`config.mk`:
```
export PLATFORM = sky130hd
export DESIGN_NAME = sid_audio_decim
export DESIGN_NICKNAME = d
export VERILOG_FILES = /design/src/rtl/sid_audio_pkg.sv /design/src/rtl/sid_audio_fifo.sv /design/src/rtl/sid_audio_decim.sv
export SDC_FILE = /design/constraint.sdc
export NUM_CORES = 1
export LEC_CHECK = 0
export ABC_AREA = 0
export BUFFER_PORTS_ARGS = -buffer_cell sky130_fd_sc_hd__buf_2
export CAP_MARGIN = 30
export CELL_PAD_IN_SITES_DETAIL_PLACEMENT = 0
export CELL_PAD_IN_SITES_GLOBAL_PLACEMENT = 2
export CORE_MARGIN = 2
export CORE_UTILIZATION = 25
export DETAILED_ROUTE_END_ITERATION = 10
export PLACE_DENSITY = 0.59
export SYNTH_ARGS = -nofsm -noshare
export SYNTH_HDL_FRONTEND = slang
export SYNTH_SLANG_ARGS = --single-unit
```
`constraint.sdc`:
```
create_clock -name clk -period 4.8 [get_ports clk]
set_input_delay 0.96 -clock clk [delete_from_list [all_inputs] [get_ports clk]]
set_output_delay 0.96 -clock clk [all_outputs]
set_load 0.02 [all_outputs]
```
`src/rtl/sid_audio_pkg.sv`:
```
// Shared widths and FSM encoding for the SID audio decimator.
package sid_audio_pkg;
    localparam int AUD_W      = 18;
    localparam int CNT_W      = 6;
    localparam int SUM_W      = 24;
    localparam int FIFO_DEPTH = 4;

    typedef enum logic [1:0] {
        IDLE,
        DIV,
        PUSH
    } state_t;
endpackage

```
`src/rtl/sid_audio_fifo.sv`:
```
// 4-entry sample FIFO with registered head output.
module sid_audio_fifo
    import sid_audio_pkg::*;
(
    input  logic             clk,
    input  logic             reset_n,
    input  logic             push,
    input  logic [AUD_W-1:0] wdata,
    input  logic             pop,
    output logic [AUD_W-1:0] rdata,
    output logic             valid,
    output logic             drop
);
    logic [AUD_W-1:0] mem [FIFO_DEPTH];
    logic [1:0] rd_ptr;
    logic [1:0] wr_ptr;
    logic [2:0] count;
    logic empty;
    logic full;
    logic do_push;
    logic do_pop;

    assign empty   = (count == 3'd0);
    assign full    = (count == 3'(FIFO_DEPTH));
    assign do_pop  = pop && !empty;
    // a pop in the same cycle frees the slot, so a full FIFO still accepts
    assign do_push = push && (!full || do_pop);
    assign drop    = push && !do_push;
    assign valid   = !empty;

    always_ff @(posedge clk) begin
        if (do_push)
            mem[wr_ptr] <= wdata;
    end

    always_ff @(posedge clk or negedge reset_n) begin
        if (!reset_n) begin
            rd_ptr <= '0;
            wr_ptr <= '0;
            count  <= '0;
            rdata  <= '0;
        end else begin
            if (do_push)
                wr_ptr <= wr_ptr + 2'd1;
            if (do_pop)
                rd_ptr <= rd_ptr + 2'd1;
            count <= count + 3'(do_push) - 3'(do_pop);
            if (do_pop) begin
                if (count > 3'd1)
                    rdata <= mem[rd_ptr + 2'd1];
                else if (do_push)
                    rdata <= wdata;
            end else if (do_push && empty) begin
                rdata <= wdata;
            end
        end
    end
endmodule

```
`src/rtl/sid_audio_decim.sv`:
```
// Window-averaging decimator: 1 MHz SID samples down to OUT_HZ.
module sid_audio_decim
    import sid_audio_pkg::*;
#(
    parameter int CLK_HZ = 31527954,
    parameter int OUT_HZ = 48000
) (
    input  logic             clk,
    input  logic             reset_n,
    input  logic             ce_1m,
    input  logic [AUD_W-1:0] audio_in,
    output logic [AUD_W-1:0] out_data,
    output logic             out_valid,
    input  logic             out_ready,
    output logic             overrun
);
    logic [31:0] ph;
    logic [31:0] ph_sum;
    logic tick;

    assign ph_sum = ph + 32'(OUT_HZ);
    assign tick   = (ph_sum >= 32'(CLK_HZ));

    always_ff @(posedge clk or negedge reset_n) begin
        if (!reset_n)
            ph <= '0;
        else
            ph <= tick ? ph_sum - 32'(CLK_HZ) : ph_sum;
    end

    logic [SUM_W-1:0] sum;
    logic [CNT_W-1:0] cnt;

    always_ff @(posedge clk or negedge reset_n) begin
        if (!reset_n) begin
            sum <= '0;
            cnt <= '0;
        end else if (tick) begin
            sum <= ce_1m ? SUM_W'(audio_in) : '0;
            cnt <= ce_1m ? CNT_W'(1) : '0;
        end else if (ce_1m && cnt != '1) begin
            sum <= sum + SUM_W'(audio_in);
            cnt <= cnt + CNT_W'(1);
        end
    end

    state_t state;
    logic [SUM_W-1:0] dq;
    logic [CNT_W-1:0] dvs;
    logic [CNT_W-1:0] rem;
    logic [4:0] bitc;
    logic [AUD_W-1:0] hold;
    logic [AUD_W-1:0] push_data;
    logic fifo_push;
    logic fifo_drop;
    logic [CNT_W:0] shl;
    logic ge;

    // dq holds the dividend and collects quotient bits as it shifts out
    assign shl = {rem, dq[SUM_W-1]};
    assign ge  = (shl >= {1'b0, dvs});

    always_ff @(posedge clk or negedge reset_n) begin
        if (!reset_n) begin
            state     <= IDLE;
            dq        <= '0;
            dvs       <= '0;
            rem       <= '0;
            bitc      <= '0;
            hold      <= '0;
            push_data <= '0;
            fifo_push <= 1'b0;
        end else begin
            fifo_push <= 1'b0;
            if (tick) begin
                dvs   <= cnt;
                rem   <= '0;
                bitc  <= '0;
                dq    <= (cnt != '0) ? sum : SUM_W'(hold);
                state <= (cnt != '0) ? DIV : PUSH;
            end else begin
                unique case (state)
                    IDLE: ;
                    DIV: begin
                        dq   <= {dq[SUM_W-2:0], ge};
                        rem  <= ge ? CNT_W'(shl - {1'b0, dvs})
                                   : shl[CNT_W-1:0];
                        bitc <= bitc + 5'd1;
                        if (bitc == 5'd23)
                            state <= PUSH;
                    end
                    PUSH: begin
                        fifo_push <= 1'b1;
                        push_data <= dq[AUD_W-1:0];
                        hold      <= dq[AUD_W-1:0];
                        state     <= IDLE;
                    end
                    default: state <= IDLE;
                endcase
            end
        end
    end

    always_ff @(posedge clk or negedge reset_n) begin
        if (!reset_n)
            overrun <= 1'b0;
        else if (fifo_drop || (tick && state != IDLE))
            overrun <= 1'b1;
    end

    sid_audio_fifo u_fifo (
        .clk     (clk),
        .reset_n (reset_n),
        .push    (fifo_push),
        .wdata   (push_data),
        .pop     (out_ready),
        .rdata   (out_data),
        .valid   (out_valid),
        .drop    (fifo_drop)
    );
endmodule

```
## Yosys cells after proc, flatten, opt, wreduce, memory -nomap -nowiden

Memories as Yosys holds them, arrays and structs flattened.
Cells that the tools add are included.

| word-level totals | value |
|---|---|
| register bits | 150 |
| latch bits | 0 |
| memory bits (writable) | 72 |
| memory bits (read-only) | 0 |
| bits of input ports | 22 |
| output and inout port bits | 20 |
| word-level logic and storage cells | 86 |
| memories kept | 1 |

| cells by class | value |
|---|---|
| add/subtract/negate cells | 10 |
| multipliers | 0 |
| div/mod/pow operators | 0 |
| magnitude comparators | 3 |
| equal/unequal tests | 8 |
| shifts and indexed selects | 0 |
| multiplexer cells | 27 |
| bitwise logic cells | 1 |
| reductions and logical operators | 21 |

Memories:

| name | depth | bits a word | read ports | clocked after Yosys merged registers in | write ports | line | source |
|---|---|---|---|---|---|---|---|
| u_fifo.mem | 4 | 18 | 1 | 0 | 1 | sid_audio_fifo.sv:14 | `logic [AUD_W-1:0] mem [FIFO_DEPTH];` |

Operators by type and width:

| cell | count |
|---|---|
| two-way mux 24 bit | 5 |
| two-way mux 18 bit | 5 |
| adder 32 x 16 -> 32 bit, second input constant | 1 |
| >= comparator 32 x 25 -> 1 bit, second input constant | 1 |
| two-way mux 32 bit | 1 |
| subtractor 32 x 25 -> 32 bit, second input constant | 1 |
| two-way mux 6 bit | 5 |
| adder 24 x 18 -> 24 bit | 1 |
| two-way mux 5 bit | 2 |
| nonzero test 2 bit | 4 |
| >= comparator 7 x 6 -> 1 bit | 1 |
| adder 6 x 1 -> 6 bit, second input constant | 1 |
| logical AND 1 bit | 6 |
| two-way mux 2 bit | 3 |
| inequality test 6 bit, second input constant | 1 |
| AND reduction 2 bit | 3 |
| nonzero test 6 bit | 1 |
| subtractor 6 bit | 1 |
| adder 5 x 1 -> 5 bit, second input constant | 1 |
| equality test 5 bit, second input constant | 1 |
| two-way mux 1 bit | 5 |
| adder 2 x 1 -> 2 bit, second input constant | 2 |
| case mux 2 bit (2 select lines) | 1 |
| adder 3 x 1 -> 3 bit | 1 |
| other kinds (13) | 16 |

## Longest topological paths before layout

| depth | value |
|---|---|
| depth after elaboration | 8 |
| mapped depth | 15 |

## Hierarchy

A second synthesis with hierarchy kept.

| unflattened totals | value |
|---|---|
| cell total of the unflattened synthesis | 1,045 |
| area total of the unflattened synthesis | 11,713.7 µm² |

Modules (own cells, without submodules):

| module | times used | cells an instance | area an instance (µm²) | sequential area each (µm²) |
|---|---|---|---|---|
| sid_audio_decim | 1 | 847 | 7,637.3 | 3,103.0 |
| sid_audio_fifo | 1 | 198 | 4,076.4 | 2,787.7 |

## Least setup slack after synthesis

No wires, ideal clock.

| timing path | value |
|---|---|
| path kind | input port to flip-flop |
| from | input port audio_in[0] |
| to | register sum[18] |
| library setup time | 132 ps |
| data arrival time | 3,449 ps |
| setup slack | 1,219 ps |
| cell stages on the path | 13 |
| cell sequence | ha_1 -> inv_1 -> fa_1 -> nor2b_1 -> o21a_1 -> o21ai_0 -> a2111oi_0 -> o21ai_0 -> a311o_1 -> o21ai_0 -> nand2_1 -> xor2_1 -> nor2_1 |

| on the way | value |
|---|---|
| word-level cells in the longest chain between the ends | 3 |

Ends and longest elaborated chain:

| item | line | source |
|---|---|---|
| start: declaration | sid_audio_decim.sv:11 | `input logic [AUD_W-1:0] audio_in,` |
| adder 24 x 18 -> 24 bit | sid_audio_decim.sv:42 | `sum <= sum + SUM_W'(audio_in);` |
| two-way mux 24 bit | sid_audio_decim.sv:41 | `end else if (ce_1m && cnt != '1) begin` |
| two-way mux 24 bit | sid_audio_decim.sv:38 | `end else if (tick) begin` |
| end signal: assignment | sid_audio_decim.sv:39 | `sum <= ce_1m ? SUM_W'(audio_in) : '0;` |
| end signal: assignment | sid_audio_decim.sv:42 |  |
| end: declaration | sid_audio_decim.sv:31 | `logic [SUM_W-1:0] sum;` |

No other way between the ends. The select of a mux whose other input is x is not followed.
A chain may end at the register's enable or synchronous reset.

## Worst setup path after layout

| timing path | value |
|---|---|
| from | register ph[7] |
| to | register push_data[14] |

| on the way | value |
|---|---|
| word-level cells in the longest chain between the ends | 4 |

Ends and longest elaborated chain:

| item | line | source |
|---|---|---|
| start: declaration | sid_audio_decim.sv:17 | `logic [31:0] ph;` |
| start signal: assignment | sid_audio_decim.sv:28 | `ph <= tick ? ph_sum - 32'(CLK_HZ) : ph_sum;` |
| adder 32 x 16 -> 32 bit | sid_audio_decim.sv:21 | `assign ph_sum = ph + 32'(OUT_HZ);` |
| >= comparator 32 x 25 -> 1 bit | sid_audio_decim.sv:22 | `assign tick = (ph_sum >= 32'(CLK_HZ));` |
| NOT 1 bit (no line) | n/a |  |
| AND reduction 2 bit (no line) | n/a |  |
| end signal: assignment | sid_audio_decim.sv:94 | `push_data <= dq[AUD_W-1:0];` |
| end: declaration | sid_audio_decim.sv:53 | `logic [AUD_W-1:0] push_data;` |

No other way between the ends.

==> metrics.cfg <==
[outcome]
status = finished clean

[global_routing]
grt_use_total_pct = 11.8
first_global_vias = 8060
antenna_found_initial = 0
gr-total-overflow = 0
grt_max_degree = 103
grt_pass1_wl_mm = 47.0

[power]
irDropWorstVdd_mv = 0.290
power.switching_mw = 2.02
leakagePower_nw = 5.72
pwr-share-comb_pct = 25.5
power_frac_seq_pct = 39.5
p_per_area_mw_per_mm2 = 448
clkPwrFrac_pct = 35.0
finalPower_mw = 6.12
intPower_mw = 4.10
p_sw_share_pct = 33.0

[timing]
rsz0062_at_grt = no
tns_ns = 0
fin_crit_ns = 4.19
worstMarginPinSlew_ns = 0.991
hold_viol_final = 0
fmax_mhz = 238
min_period_over_period_pct = 87.4
setup_ws_ns = 0.606
maxSlewViolCount = 0
setup_violations = 0
skew_ns = 0.0160
maxSlewHeadroom_pct = 34.0

[logic_synthesis]
synth_cell_types = 77
synth_mux_area_share_pct = 8.18
synthesis.nets = 1164
syn_area_sq_mm = 0.0118
yosys.area_share.simple_pct = 15.2
synth_top_area_share_pct = 31.7
syn_avg_cell_area_sq_um = 10.7
ys_seq_area_share_pct = 50.1
synth.largest_area_cell = dfrtp_1
ys_ff_latch = 221
syn_inst = 1101
yosys_warnings = 0
ys.flop_type = dfrtp_1
async_flop_share_pct = 67.4
synth_top_family_by_area = simple AND/OR/NAND/NOR gates
synth-xor-area-share_pct = 6.32
yosys.area_share.adder_pct = 4.55
synth_edf_count = 72
synth-compound-area-share_pct = 12.2
synthTopCellsByArea = dfrtp_1 32%, edfxtp_1 18%, nand2_1 4.1%

[cells_and_area]
drive_gt1_share_pct = 14.7
regArea_sq_mm = 0.00589
finalNonFillerCells = 1762
n_antenna_cell = 0
fin_nets = 1196
fillCellCount = 4843
area_growth_pct = 16.1
multi_input_area_sq_mm = 0.00550

[setup_path]
path_class = register to register
r2r_start = ph[7]$_DFF_PN0_
end_kind = register
critPathArrivalTime_ns = 4.63
startpoint = ph[7]$_DFF_PN0_
slowest_stage = a2111oi_4
cpPeakStageDelay_ns = 0.71
cpMostUsedCell = a2111oi_4
setup.worst_path.start_class = register
required_ns = 5.23
path_max_fanout = 19
reg2reg_depth = 12
cp_cell_sequence = inv_1, ha_1, nand2b_1, a2111oi_4, nor3b_1, xor2_1, a2111oi_4, o22ai_2, a21o_4, nor3b_4, buf_4, mux2_2
r2r_slack_ns = 0.61
reg2reg_to = push_data[14]$_DFFE_PN0P_

[route]
remaining_drc_errors = 0
dr.pass1.iters = 5
totalWireLength_mm = 28.8
vias = 8086
drtIter0Drc = 424
viasPerCell = 4.59
ant_nets = 0
wl_per_cell_um = 16.3

[run]
cap_violations = 0

[die]
dieArea_sq_mm = 0.0488
die_width_um = 221
start_util_pct = 25.3
coreArea_sq_mm = 0.0465
fp-row-count = 79
die_h_um = 221
io_pins = 42

[clock_tree]
insertion_delay_ns = 0.56
cts-buffers-inserted = 28
clock_tree.buffer_depth = 3
ctsResizeCount = 0
cts_root_buf = clkbuf_16
htree_levels = 1
hold_buffers = 0
path_clk_slew_ns = 0.06
cts_tree = built
clock_sinks = 221
cts_setup_buffers = 0

[placement]
gp_congestion = 0.729
dp_cells = 1709
place_ws_ns = 0.557
hpwlAfterDp_mm = 18.9
port_buffers = 41

[min_path]
hold_class = input pin to async pin

area by class of cell:
class | instances | area share [%]
Sequential cell | 221 | 43.1
Multi-Input combinational cell | 787 | 40.3
Tap cell | 607 | 5.56
Clock buffer | 33 | 5.42
Timing Repair Buffer | 59 | 3.16
Clock inverter | 19 | 1.46
Inverter | 36 | 0.990
metal layers:
metal,global-route usage (%),share of wire [%],up-vias
li1,-,-,4013
met1,17.9,52,3920
met2,17.7,43,116
met3,1.73,3.5,37
met4,2.66,1.9,0
met5,0,0,-
cell usage in the layout (no fill, tap or decap), drive strengths merged, types with 8 or more instances in the layout:
cell type and n:
buf 59, and3 22, nand2 129, nor3 21, nand4 8, xor2 39, clkbuf 33, clkinv 12
o21ai 60, mux2 18, nor2b 10, nand3 46, a21o 17, inv 37, mux2i 32, edfxtp 72
nor2 85, a21oi 68, and2 10, a31oi 20, nand2b 9, dfrtp 149, a211oi 12, ha 38
mux4 18, o31ai 8, xnor2 45
worst max-delay path: cells and delay by family (launching register included):
family	cells	cell delay [ns]
compound gates	4	1.56
xor+xnor	1	0.23
fa+ha+maj	1	0.30
buf+inv	2	0.49
flops	1	0.48
mux	1	0.38
simple gates	3	0.62
synthesized netlist by cell type (all sizes together), types with 3 or more instances:
master	instances
and2	10
nor4	5
nand4	8
a2111oi	4
a21oi	68
a21o	17
or3	3
mux2	18
o21ai	60
ha	38
or4	4
xor2	39
clkbuf	36
or2	4
xnor2	45
dfrtp	149
mux2i	32
o31ai	8
buf	21
fa	3
a211oi	12
o211ai	4
nor2b	10
a31oi	20
inv	36
nand3	46
o31a	3
nand2	129
nor2	85
nand3b	5
nand2b	9
mux4	18
nor3	21
and3	22
a311o	3
edfxtp	72
a211o	3
a21boi	5
per-stage QoR:
stage / area, sq um / util, % / hold slack [ns]
4_1_cts: 13600 / 29.3 / 0.492
3_5_place_dp: 12700 / 27.3 / 0.492
3_3_place_gp: 12600 / 27.2 / 0.493
6_report: 13700 / 29.4 / 0.479
2_1_floorplan: 11800 / - / 0.454
5_1_grt: 13700 / 29.4 / 0.528
power by group through the flow:
stage	logic, mW	registers (mW)	clock network (mW)
2_1_floorplan	1.10	2.42	0
3_3_place_gp	1.53	2.46	0
3_5_place_dp	1.58	2.46	0
4_1_cts	1.59	2.42	2.24
5_1_grt	1.79	2.46	2.31
6_report	1.56	2.42	2.15
registers in the layout, indices dropped and copies added (netlist names):
| signal | flops |
|---|---|
| bitc | 5 |
| cnt | 6 |
| dq | 24 |
| dvs | 6 |
| fifo_push | 1 |
| overrun | 1 |
| ph | 31 |
| push_data | 18 |
| rem | 6 |
| state | 2 |
| sum | 24 |
| u_fifo.count | 3 |
| u_fifo.mem | 72 |
| u_fifo.rd_ptr | 2 |
| u_fifo.rdata | 18 |
| u_fifo.wr_ptr | 2 |
logic make-up (layout without fill, tap and decap cells):
kind of cell,after synthesis,count (layout)
AND/OR/NAND/NOR,372,372
multiplexers,68,68
adder cells (fa/ha/maj),41,41
buffers and inverters,93,147
flip-flops,221,221
AO/OA/AOI/OAI,222,222
XOR/XNOR,84,84
how the worst max path moves through the flow:
stage / end / depth (start not counted)
global route: ph[20]$_DFF_PN0_ / 13
CTS: push_data[14]$_DFFE_PN0P_ / 12
finish: push_data[14]$_DFFE_PN0P_ / 12
floorplan: sum[18]$_DFFE_PN0P_ / 13
global placement: sum[18]$_DFFE_PN0P_ / 14
detailed placement: sum[20]$_DFFE_PN0P_ / 14
Power figures use the tool's default switching activity.
